===== config.mk =====
export PLATFORM = sky130hd
export DESIGN_NAME = serial_alu_ctrl_flat
export DESIGN_NICKNAME = d
export VERILOG_FILES = /design/src/rtl/alu_pkg.sv /design/src/rtl/serial_alu_ctrl_if.sv /design/src/rtl/alu_bit_slice.sv /design/src/rtl/serial_alu_ctrl.sv /design/src/flat_wrapper.sv
export SDC_FILE = /design/constraint.sdc
export NUM_CORES = 1
export LEC_CHECK = 0
export ABC_AREA = 1
export BUFFER_PORTS_ARGS = -buffer_cell sky130_fd_sc_hd__clkbuf_2
export CAP_MARGIN = 20
export CORE_MARGIN = 5
export CORE_UTILIZATION = 44
export CTS_BUF_LIST = sky130_fd_sc_hd__clkbuf_2
export DETAILED_ROUTE_END_ITERATION = 8
export PLACE_DENSITY = 0.66
export SLEW_MARGIN = 20
export SYNTH_ARGS = -nofsm -noshare
export SYNTH_HDL_FRONTEND = slang
export SYNTH_HIERARCHICAL = 1
export SYNTH_SLANG_ARGS = --single-unit

===== constraint.sdc =====
create_clock -name clk -period 5.78 [get_ports clk]
set_input_delay 0.289 -clock clk [delete_from_list [all_inputs] [get_ports clk]]
set_output_delay 0.289 -clock clk [all_outputs]
set_load 0.005 [all_outputs]

===== src/rtl/alu_pkg.sv =====
// Shared constants, FSM encoding and opcode helpers
// for the bit-serial ALU controller.
package alu_pkg;

  localparam int DATA_W = 32;
  localparam int IDX_W  = $clog2(DATA_W);

  localparam logic [3:0] ALU_AND = 4'd0;
  localparam logic [3:0] ALU_OR  = 4'd1;
  localparam logic [3:0] ALU_ADD = 4'd2;
  localparam logic [3:0] ALU_SUB = 4'd6;
  localparam logic [3:0] ALU_SLT = 4'd7;
  localparam logic [3:0] ALU_NOR = 4'd12;

  typedef enum logic [1:0] {
    S_IDLE,
    S_RUN,
    S_SLT_FIX,
    S_DONE
  } state_t;

  function automatic logic uses_binv(
    input logic [3:0] op
  );
    return (op == ALU_SUB) || (op == ALU_SLT);
  endfunction

  function automatic logic is_arith(
    input logic [3:0] op
  );
    return (op == ALU_ADD) || uses_binv(op);
  endfunction

endpackage


===== src/rtl/serial_alu_ctrl_if.sv =====
// Request/result bundle between a requester
// and the bit-serial ALU controller.
interface serial_alu_ctrl_if;
  import alu_pkg::*;

  logic              start;
  logic [3:0]        op;
  logic [DATA_W-1:0] a;
  logic [DATA_W-1:0] b;
  logic              busy;
  logic              done;
  logic [DATA_W-1:0] result;
  logic              zero;
  logic              overflow;

  modport master (
    output start, op, a, b,
    input  busy, done, result, zero, overflow
  );

  modport slave (
    input  start, op, a, b,
    output busy, done, result, zero, overflow
  );

endinterface


===== src/rtl/alu_bit_slice.sv =====
// One-bit ALU slice: logic ops plus a full adder
// with optional B inversion for SUB/SLT.
module alu_bit_slice
  import alu_pkg::*;
(
  input  logic       a,
  input  logic       b,
  input  logic       cin,
  input  logic       binv,
  input  logic [3:0] op,
  output logic       r,
  output logic       cout
);

  logic bb;
  logic sum;

  assign bb   = b ^ binv;
  assign sum  = a ^ bb ^ cin;
  assign cout = (a & bb) | (cin & (a ^ bb));

  always_comb begin
    r = 1'b0;
    unique case (1'b1)
      op == ALU_AND: r = a & b;
      op == ALU_OR:  r = a | b;
      op == ALU_NOR: r = ~(a | b);
      is_arith(op):  r = sum;
      default:       r = 1'b0;
    endcase
  end

endmodule


===== src/rtl/serial_alu_ctrl.sv =====
// Bit-serial 32-bit ALU sequencer, LSB first.
// SERIAL_ALU_OVF_EN enables overflow and signed-correct SLT.
module serial_alu_ctrl
  import alu_pkg::*;
(
  input  logic              clk,
  input  logic              rst_n,
  serial_alu_ctrl_if.slave  bus
);

  state_t            state;
  state_t            state_nxt;
  logic [3:0]        op_q;
  logic [DATA_W-1:0] a_q;
  logic [DATA_W-1:0] b_q;
  logic [DATA_W-1:0] res_q;
  logic [IDX_W-1:0]  idx_q;
  logic              carry_q;
  logic              ovf_q;
  logic              done_q;
  logic              zero_q;
  logic              ovf_out_q;

  logic accept;
  logic last_bit;
  logic r_bit;
  logic c_out;
  logic ovf_bit;
  logic slt_set;

  assign accept   = (state == S_IDLE) && bus.start;
  assign last_bit = idx_q == IDX_W'(DATA_W - 1);

  alu_bit_slice u_slice (
    .a    (a_q[idx_q]),
    .b    (b_q[idx_q]),
    .cin  (carry_q),
    .binv (uses_binv(op_q)),
    .op   (op_q),
    .r    (r_bit),
    .cout (c_out)
  );

`ifdef SERIAL_ALU_OVF_EN
  assign ovf_bit = is_arith(op_q)
                 & (carry_q ^ c_out);
`else
  assign ovf_bit = 1'b0;
`endif

  // ovf_q is 0 when overflow is disabled,
  // so this degrades to the raw sign bit
  assign slt_set = res_q[DATA_W-1] ^ ovf_q;

  always_ff @(posedge clk) begin
    if (!rst_n) state <= S_IDLE;
    else        state <= state_nxt;
  end

  always_comb begin
    state_nxt = state;
    unique case (state)
      S_IDLE:
        if (bus.start) state_nxt = S_RUN;
      S_RUN:
        if (last_bit)
          state_nxt = (op_q == ALU_SLT)
                    ? S_SLT_FIX : S_DONE;
      S_SLT_FIX: state_nxt = S_DONE;
      S_DONE:    state_nxt = S_IDLE;
      default:   state_nxt = S_IDLE;
    endcase
  end

  always_ff @(posedge clk) begin
    if (!rst_n) begin
      op_q      <= '0;
      a_q       <= '0;
      b_q       <= '0;
      res_q     <= '0;
      idx_q     <= '0;
      carry_q   <= 1'b0;
      ovf_q     <= 1'b0;
      done_q    <= 1'b0;
      zero_q    <= 1'b0;
      ovf_out_q <= 1'b0;
    end else begin
      done_q <= 1'b0;
      if (accept) begin
        op_q    <= bus.op;
        a_q     <= bus.a;
        b_q     <= bus.b;
        res_q   <= '0;
        idx_q   <= '0;
        carry_q <= uses_binv(bus.op);
        ovf_q   <= 1'b0;
      end
      if (state == S_RUN) begin
        res_q[idx_q] <= r_bit;
        carry_q      <= c_out;
        idx_q        <= idx_q + IDX_W'(1);
        if (last_bit) ovf_q <= ovf_bit;
      end
      if (state == S_SLT_FIX)
        res_q <= {{(DATA_W-1){1'b0}}, slt_set};
      if (state == S_DONE) begin
        done_q    <= 1'b1;
        zero_q    <= (res_q == '0);
        ovf_out_q <= ovf_q;
      end
    end
  end

  assign bus.busy     = (state != S_IDLE);
  assign bus.done     = done_q;
  assign bus.result   = res_q;
  assign bus.zero     = zero_q;
  assign bus.overflow = ovf_out_q;

endmodule


===== src/flat_wrapper.sv =====
// flat-port wrapper written by rule: the top's interface ports become plain ports
module serial_alu_ctrl_flat import alu_pkg::*;
  (clk, rst_n, bus_start, bus_op, bus_a, bus_b, bus_busy, bus_done, bus_result, bus_zero, bus_overflow);
  serial_alu_ctrl_if bus_i ();
  input  logic clk;
  input  logic rst_n;
  input wire logic [$bits(bus_i.start)-1:0] bus_start;
  input wire logic [$bits(bus_i.op)-1:0] bus_op;
  input wire logic [$bits(bus_i.a)-1:0] bus_a;
  input wire logic [$bits(bus_i.b)-1:0] bus_b;
  output wire logic [$bits(bus_i.busy)-1:0] bus_busy;
  output wire logic [$bits(bus_i.done)-1:0] bus_done;
  output wire logic [$bits(bus_i.result)-1:0] bus_result;
  output wire logic [$bits(bus_i.zero)-1:0] bus_zero;
  output wire logic [$bits(bus_i.overflow)-1:0] bus_overflow;
  assign bus_i.start = bus_start;
  assign bus_i.op = bus_op;
  assign bus_i.a = bus_a;
  assign bus_i.b = bus_b;
  assign bus_busy = bus_i.busy;
  assign bus_done = bus_i.done;
  assign bus_result = bus_i.result;
  assign bus_zero = bus_i.zero;
  assign bus_overflow = bus_i.overflow;
  serial_alu_ctrl u_core (.clk(clk), .rst_n(rst_n), .bus(bus_i));
endmodule

; ---- Yosys cells after proc, flatten, opt, wreduce, memory -nomap -nowiden
; Cells that the tools add are included.
[classes]
addsub = 1
order_cmp = 2
n_eq_ne = 13
mux = 24
bitwise = 11
reduce_logical = 12
[ops]
columns = op, count
row1 = 32-bit two-way mux, 3
row2 = 32-bit bitwise mux, 1
row3 = 32-bit logical NOT, 1
row4 = "4-bit by 3-bit equality test with 1-bit output, second input constant", 4
row5 = 1-bit two-way mux, 11
row6 = 1-bit binary-select mux with 5-bit select, 2
row7 = 5-bit two-way mux, 2
row8 = 2-bit one-hot mux with 4 select lines, 1
row9 = "5-bit by 6-bit < comparator with 1-bit output, second input constant", 1
row10 = "5-bit by 1-bit adder with 5-bit output, second input constant", 1
row11 = 1-bit demux with 5-bit select, 1
row12 = "5-bit equality test, second input constant", 1
row13 = "5-bit by 1-bit >= comparator with 1-bit output, second input constant", 1
row14 = "2-bit equality test, second input constant", 2
row15 = "4-bit by 1-bit equality test with 1-bit output, second input constant", 1
row16 = "4-bit by 2-bit equality test with 1-bit output, second input constant", 1
row17 = "4-bit equality test, second input constant", 1
row18 = 4-bit logical NOT, 1
row19 = 2-bit two-way mux, 2
row20 = 1-bit one-hot mux with 4 select lines, 1
row21 = 2-bit nonzero test, 2
row22 = 1-bit bitwise XOR, 4
row23 = 1-bit bitwise AND, 3
row24 = 1-bit logical OR, 3
row25 = other kinds (9), 12
[totals]
reg_bits = 112
output_inout_bits = 36

; ---- Logic depth before layout (Yosys ltp)
; Gate-level depths: netlist of the first run.
[logic_depth]
ltp_word = 9
depth_mapped = 21
ltp_nobuf = 19

; ---- Cells and area by module
; Netlist of the first run, hierarchy kept.
[modules_own_cells]
columns = module, n_inst, cells_each, area_per_inst_um2, seq_area_each_um2
row1 = serial_alu_ctrl, 1, 746, 5226.3, 2242.2
row2 = alu_bit_slice, 1, 30, 138.9, 0.0

; ---- Worst setup path before layout of the first run
; Ideal clock, no wire load.
[synth_timing]
path_kind = reg-to-reg
startpoint = reg u_core.idx_q[1]
endpoint = reg u_core.res_q[13], in the netlist u_core/bus.result[13]
setup_time_ns = 0.078
arrival_time_ns = 2.569
slack_ns = 3.133
path_stages_with_launch = 20
n_path_buf = 3
path_cell_list = dfxtp_1 -> buf_2 -> inv_2 -> buf_2 -> nand3_1 -> nand2_1 -> nand2_1 -> nand2_1 -> nor2_1 -> nand2_1 -> xnor2_1 -> fa_1 -> inv_1 -> nand3_1 -> nand2_1 -> inv_1 -> nand2_1 -> clkbuf_1 -> nor3_1 -> nor3_1
[synth_via]
elab_chain_cells = 8
word_cells_on_any_way = 18
[synth_rtl]
columns = element, line
row1 = from (decl), serial_alu_ctrl.sv:17  ; logic [IDX_W-1:0] idx_q;
row2 = from (signal assigned), serial_alu_ctrl.sv:101  ; idx_q <= idx_q + IDX_W'(1);
row3 = 1-bit binary-select mux with 5-bit select, serial_alu_ctrl.sv:36  ; .b (b_q[idx_q]),
row4 = 1-bit two-way mux (not written as such), serial_alu_ctrl.sv:36
row5 = 1-bit bitwise XOR, alu_bit_slice.sv:18  ; assign bb = b ^ binv;
row6 = 1-bit bitwise XOR (2 in series), alu_bit_slice.sv:19  ; assign sum = a ^ bb ^ cin;
row7 = 1-bit one-hot mux with 4 select lines (*), alu_bit_slice.sv:24  ; unique case (1'b1)
row8 = named net u_core.r_bit, serial_alu_ctrl.sv:26  ; logic r_bit;
row9 = 32-bit bitwise mux (*), serial_alu_ctrl.sv:99  ; res_q[idx_q] <= r_bit;
row10 = 32-bit two-way mux (*), serial_alu_ctrl.sv:98  ; if (state == S_RUN) begin
row11 = "to (signal, indexed assignment)", serial_alu_ctrl.sv:99
row12 = to (signal assigned), serial_alu_ctrl.sv:105  ; res_q <= {{(DATA_W-1){1'b0}}, slt_set};
row13 = to (decl), serial_alu_ctrl.sv:16  ; logic [DATA_W-1:0] res_q;
; The timed path passes the listed nets; every way through them passes the cells marked *. The select of a mux whose other input is x is not followed.
; A chain may end at the register's enable or synchronous reset.

; ---- Final worst setup path of the first run
[layout_timing]
startpoint = reg u_core.idx_q[1]
endpoint = reg u_core.res_q[15], in the netlist u_core/bus.result[15]
; Same word-level chain as after synthesis.

==> results of run 1 <==
## worst paths after layout
path              slack (ps)               endpoint            start  cells after the start
hold reg to reg          470         u_core/a_q[29]   u_core/a_q[29]                      2
hold / removal            50         u_core/b_q[25]        bus_b[25]                      3
setup reg to reg        1960  u_core/bus.result[15]  u_core/idx_q[1]                     16
setup / recovery        1960  u_core/bus.result[15]  u_core/idx_q[1]                     16
## power by group
part           leakage (nW)  internal, W  switching (W)
logic                  2.06     0.000279       0.000614
registers             0.918     0.000922      0.0000583
clock network        0.0688    0.0000669       0.000264
total                  3.05      0.00127       0.000936
## stage by stage
step / cell area (um^2) / instances / util (%)
5_1_grt: 6650 / 1067 / 55.6
3_3_place_gp: 5920 / 988 / 49.5
2_1_floorplan: 5370 / 776 / -
4_1_cts: 6650 / 1067 / 55.6
3_5_place_dp: 5920 / 988 / 49.5
6_report: 6650 / 1067 / 55.6
## cell type report
class                      count  area, um^2  area share (%)
sequential                   112        2240            33.7
multi-input combinational    512        2540            38.1
clock inverter                 6        51.3           0.771
clock buffer                  10        50.0           0.752
inverter                     108         405            6.09
timing repair buffer         172        1180            17.8
tap                          147         184            2.76
## what timing repair did
action / in CTS / in global routing
hold endpoints to repair: 63 / 0
resized for setup: 0 / 0
hold buffers: 63 / 0
## layout by cell type (no fill, tap or decap), drive strengths merged, types with 3 or more instances in the layout
cell type and count:
nand3 39, buf 3, clkinv 5, clkbuf 116
dfxtp 112, a211oi 6, dlygate4sd3 63, ha 10
a22oi 23, inv 109, o21ai 75, nand2 162
a21oi 72, nor3 50, nor2 64
## flip-flops by register name (all words and copies together), names as in the netlist, 2 cells and up
signal and count:
u_core/a_q 32, u_core/b_q 32, u_core/bus.result 32, u_core/idx_q 5
u_core/op_q 4, u_core/state 2
## worst max-delay path, cell delays in order, from the launching register on
cell and delay (ps):
dfxtp_1 870, inv_2 330, nand3_1 170, nand2_1 70
nand2_1 60, nand2_1 50, nor2_1 90, nand2_1 110
xnor2_1 190, fa_1 430, inv_1 70, nand3_1 70
nand2_1 60, inv_1 30, nand2_1 770, nor3_1 140
nor3_1 220
## per-layer routing
layer  track usage, %  up-vias  part of all wire, %
met5                0        -                    0
met4             5.03        0                  1.7
met3             3.51       22                  5.4
met2             31.1      152                   44
met1             28.6     2371                   49
li1                 -     2795                    -
## cells by family (layout without fill, tap and decap cells)
logic type               Yosys count  count (layout)  synth area share, %
AO/OA/AOI/OAI                    182             182                 18.6
flip-flops                       112             112                 41.8
buffers and inverters            152             296                 11.1
AND/OR/NAND/NOR                  317             317                 25.4
adder cells (fa/ha/maj)           11              11                 2.71
XOR/XNOR                           2               2                0.327
==> key figures, run 1 <==
Yosys
  • Synth area leaders: dfxtp_1 42%, nand2_1 11%, o21ai_0 7.0%, inv_1 6.8%, a21oi_1 6.7%
  • Synth Instances: 776
  • Top cells by count, synth: 158 x nand2_1, 112 x dfxtp_1, 97 x inv_1
  • Mean post-synth cell area: 6.91 um^2
  • Most common cell in the netlist: nand2_1
  • Post-synthesis sequential area ratio: 41.8%
  • Leading area contributor after synthesis: dfxtp_1
  • Yosys warns: 6
  • Netlist cell types: 31
  • Top cell type's share of synthesized area: 41.8%
  • Syn Nets: 858
  • Synth Register Bits: 112
  • Most common flop cell mapped by yosys: dfxtp_1
  • Fraction of registers with async set/reset: 0%
  • Post-synth EDFFs: 0
  • Mapped cell area: 5370 um^2

Finish
  • Layout cells sized above 1: 16.0%
  • Nets: 997
  • Syn-to-layout area delta: 24.0%
  • Number of fillers in the final layout: 1,177
  • Antenna Cells: 0

Power
  • PwrDens: 331 nW/um^2
  • Static Leak: 3.05 nW
  • Max VDD drop: 0.380 mV
  • Total power: 0.00220 W

Setup path
  • Setup CP Type: reg2reg
  • Max Fanout on Critical Path: 32
  • Crit path DAT: 4310 ps
  • Critical Path RT: 6280 ps
  • CP Launch Type: flop
  • Crit end category: flop

Clocking
  • Post-CTS Setup Bufs: 0
  • Clock sinks: 112
  • H-tree depth: 3
  • Inserted Clock Buffers: 9
  • Bufs on Longest Clock Path: 2
  • Skew-Pair Late Insertion Delay: 570 ps
  • Root buf cell: clkbuf_2
  • Worst-path clk slew: 280 ps
  • TritonCTS clock tree: yes

Floorplanning
  • Rows: 40
  • Initial Utilization: 44.9%
  • Core area: 12,000 um^2
  • Full die area: 14,500 um^2
  • Die X: 120 um
  • Top Ports: 107
  • Chip height: 120 um

STA
  • Endpoints failing hold: 0
  • Slew @ Worst Pin: 1070 ps
  • RSZ-0062 raised after global routing: no
  • Setup TNS: 0 ps
  • Final setup margin: 1960 ps
  • Post-route minimum period: 3820 ps
  • Final worst clock skew: 31.2 ps
  • Finish-stage setup viols: 0
  • Slew Viols, Final: 0
  • Final Hold Slack: 46.8 ps
  • Fmax: 262 MHz
  • Crit share post-route: 66.0%
  • Slew HR: 28.5%

Detailed routing
  • Vias/cell: 5.00
  • Wire per inst: 13.4 um
  • DRT Wirelength: 14,300 um
  • Via count: 5,340
  • Post-route DRC: 0
  • DRT iter0 DRCs: 451
  • First-pass DRT Iterations: 7
  • Remaining antenna violation count: 0

Status
  • Outcome: finished, final reports clean

Job
  • Max-cap viol count: 0

Place
  • DPL Wire Length: 9660 um
  • GP Congestion: 0.856
  • Post-Place Setup Slack: 2050 ps
  • I/O Buffers: 106

Worst hold path
  • Worst min path class: in2reg

Global route
  • Global-route usage over all layers: 19.9%
  • Largest net degree at the start of global routing: 89
  • Gr ovfl total: 0
  • Initial antenna violation count: 0
  • Vias in the first global route: 4,867
  • First-pass GRT wire length: 23,800 um
Power figures use the tool's default switching activity.
==> run 2: changes to the inputs <==
--- a/config.mk
+++ b/config.mk
@@ -5,7 +5,7 @@
 export SDC_FILE = /design/constraint.sdc
 export NUM_CORES = 1
 export LEC_CHECK = 0
-export ABC_AREA = 1
+export ABC_AREA = 0
 export BUFFER_PORTS_ARGS = -buffer_cell sky130_fd_sc_hd__clkbuf_2
 export CAP_MARGIN = 20
 export CORE_MARGIN = 5
==> constraint.sdc (replaced) <==
create_clock -name clk -period 3.7 [get_ports clk]
set_input_delay 0.185 -clock clk [delete_from_list [all_inputs] [get_ports clk]]
set_output_delay 0.185 -clock clk [all_outputs]
set_load 0.005 [all_outputs]
==> key figures, run 2 <==
Clocking
  • Root buf cell: clkbuf_2 (unchanged)
  • Post-CTS Setup Bufs: 0 (unchanged)
  • Worst-path clk slew: 300 ps (was 280 ps)
  • Inserted Clock Buffers: 9 (unchanged)
  • Bufs on Longest Clock Path: 2 (unchanged)
  • H-tree depth: 3 (unchanged)
  • Skew-Pair Late Insertion Delay: 590 ps (was 570 ps)
  • TritonCTS clock tree: yes (unchanged)
  • Clock sinks: 112 (unchanged)

Yosys
  • Post-synth EDFFs: 0 (unchanged)
  • Syn Nets: 715 (was 858)
  • Leading area contributor after synthesis: dfxtp_1 (unchanged)
  • Synth area leaders: dfxtp_1 42%, nand2_1 10%, a21boi_0 9.9%, mux2i_1 5.1%, o211ai_1 4.5% (was dfxtp_1 42%, nand2_1 11%, o21ai_0 7.0%, inv_1 6.8%, a21oi_1 6.7%)
  • Post-synthesis sequential area ratio: 42.1% (was 41.8%)
  • Netlist cell types: 44 (was 31)
  • Most common cell in the netlist: nand2_1 (unchanged)
  • Most common flop cell mapped by yosys: dfxtp_1 (unchanged)
  • Mean post-synth cell area: 8.41 um^2 (was 6.91 um^2)
  • Top cell type's share of synthesized area: 42.1% (was 41.8%)
  • Top cells by count, synth: 148 x nand2_1, 112 x dfxtp_1, 70 x a21boi_0 (was 158 x nand2_1, 112 x dfxtp_1, 97 x inv_1)
  • Yosys warns: 6 (unchanged)
  • Mapped cell area: 5320 um^2 (was 5370 um^2)
  • Fraction of registers with async set/reset: 0% (unchanged)
  • Synth Instances: 633 (was 776)
  • Synth Register Bits: 112 (unchanged)

Power
  • Static Leak: 2.57 nW (was 3.05 nW)
  • PwrDens: 473 nW/um^2 (was 331 nW/um^2)
  • Total power: 0.00317 W (was 0.00220 W)
  • Max VDD drop: 0.221 mV (was 0.380 mV)

Finish
  • Nets: 852 (was 997)
  • Number of fillers in the final layout: 1,064 (was 1,177)
  • Layout cells sized above 1: 18.3% (was 16.0%)
  • Most common cell after layout, fill and taps aside: nand2_1 (unchanged)
  • Syn-to-layout area delta: 25.9% (was 24.0%)
  • Fin util: 56.0% (was 55.6%)
  • Antenna Cells: 0 (unchanged)
  • Most frequent cells in the layout: 147 x nand2_1, 115 x clkbuf_2, 108 x dfxtp_1 (was 156 x nand2_1, 116 x clkbuf_2, 112 x dfxtp_1)

Setup path
  • Crit end category: flop (unchanged)
  • Critical Path RT: 4240 ps (was 6280 ps)
  • CP Launch Type: flop (unchanged)
  • Setup CP Type: reg2reg (unchanged)
  • Max Fanout on Critical Path: 32 (unchanged)
  • Crit path DAT: 3970 ps (was 4310 ps)

Floorplanning
  • Initial Utilization: 44.5% (was 44.9%)
  • Chip height: 120 um (about the same)
  • Rows: 40 (unchanged)
  • Die X: 120 um (about the same)
  • Core area: 12,000 um^2 (unchanged)
  • Top Ports: 107 (unchanged)
  • Full die area: 14,400 um^2 (was 14,500 um^2)

Detailed routing
  • Via count: 5,067 (was 5,340)
  • Wire per inst: 16.7 um (was 13.4 um)
  • Vias/cell: 5.50 (was 5.00)
  • DRT Wirelength: 15,400 um (was 14,300 um)
  • Remaining antenna violation count: 0 (unchanged)
  • DRT iter0 DRCs: 435 (was 451)
  • First-pass DRT Iterations: 5 (was 7)
  • Post-route DRC: 0 (unchanged)

Job
  • Max-cap viol count: 0 (unchanged)

STA
  • Slew Viols, Final: 0 (unchanged)
  • Setup TNS: 0 ps (unchanged)
  • Crit share post-route: 92.8% (was 66.0%)
  • Final Hold Slack: 83.3 ps (was 46.8 ps)
  • Fmax: 291 MHz (was 262 MHz)
  • Post-route minimum period: 3430 ps (was 3820 ps)
  • Endpoints failing hold: 0 (unchanged)
  • Finish-stage setup viols: 0 (unchanged)
  • Final worst clock skew: 28.3 ps (was 31.2 ps)
  • Slew @ Worst Pin: 933 ps (was 1070 ps)
  • RSZ-0062 raised after global routing: no (unchanged)
  • Slew HR: 37.8% (was 28.5%)

Place
  • I/O Buffers: 106 (unchanged)
  • DPL Wire Length: 10,000 um (was 9660 um)
  • GP Congestion: 0.846 (was 0.856)

Global route
  • Vias in the first global route: 4,923 (was 4,867)
  • Largest net degree at the start of global routing: 107 (was 89)
  • Global-route usage over all layers: 20.9% (was 19.9%)
  • Gr ovfl total: 0 (unchanged)
  • First-pass GRT wire length: 24,300 um (was 23,800 um)
  • Initial antenna violation count: 0 (unchanged)

Status
  • Outcome: finished, final reports clean (unchanged)

Worst hold path
  • Worst min path class: in2reg (unchanged)
[run 2: worst paths after layout]
kind	to	start	depth (start not counted)	slack, ps
min	u_core/state[1]	bus_start	4	80
max reg2reg	u_core/bus.result[0]	u_core/idx_q[4]	12	270
max	u_core/bus.result[0]	u_core/idx_q[4]	12	270
min reg2reg	u_core/a_q[5]	u_core/a_q[5]	2	480
[run 2: worst max-delay path, cell delays in order, from the launching register on]
cell and delay (ps):
dfxtp_2 550, or3b_1 550, o22ai_1 220, nor4_1 90
o21ai_1 290, xnor2_1 180, fa_1 430, a2111o_1 390
o211ai_1 140, buf_12 230, nand3_1 80, nand2_1 100
o211a_1 130
[run 2: area by class of cell]
| cell class | count | area (um^2) | area share [%] |
|---|---|---|---|
| inverter | 13 | 48.8 | 0.728 |
| clock buffer | 9 | 45.0 | 0.672 |
| timing repair buffer | 182 | 1300 | 19.5 |
| multi-input combinational | 452 | 2790 | 41.6 |
| clock inverter | 7 | 85.1 | 1.27 |
| tap | 147 | 184 | 2.74 |
| sequential | 112 | 2250 | 33.6 |
[run 2: through the flow]
step	area (um^2)	worst slack, ps	std cells
2_1_floorplan	5320	581	633
6_report	6700	266	922
4_1_cts	6670	169	921
3_5_place_dp	5850	227	837
3_3_place_gp	5850	361	837
5_1_grt	6700	42.1	922
[run 2: kinds of logic (layout without fill, tap and decap cells)]
logic type | after synthesis | in the layout | synth area share [%]
muxes | 31 | 31 | 6.77
adders and majority gates | 11 | 11 | 2.73
DFF | 112 | 112 | 42.1
xor gates and xnor gates | 3 | 3 | 0.494
AOI/OAI and AO/OA | 165 | 165 | 21.4
buffers and inverters | 69 | 211 | 5.78
and+or+nand+nor | 242 | 242 | 20.7
[run 2: where the power goes]
group,internal [W],switching [W]
clock,0.000219,0.000396
sequential,0.00137,0.000121
combinational,0.000408,0.000657
total,0.00200,0.00117
[run 2: per-layer routing]
metal	up-vias	routed length [um]	share of wire, %	track usage (%)
met2	184	7660	50	36.1
met1	2377	6530	42	25.8
met4	0	240	1.6	7.02
met3	23	945	6.1	4.62
met5	-	0	0	0
li1	2483	-	-	-
[run 2: repair_timing]
item / CTS / global route
hold endpoints to repair: 69 / 0
endpoints found under the setup margin: 0 / 29
hold buffers: 68 / 0
resized for setup: 0 / 4
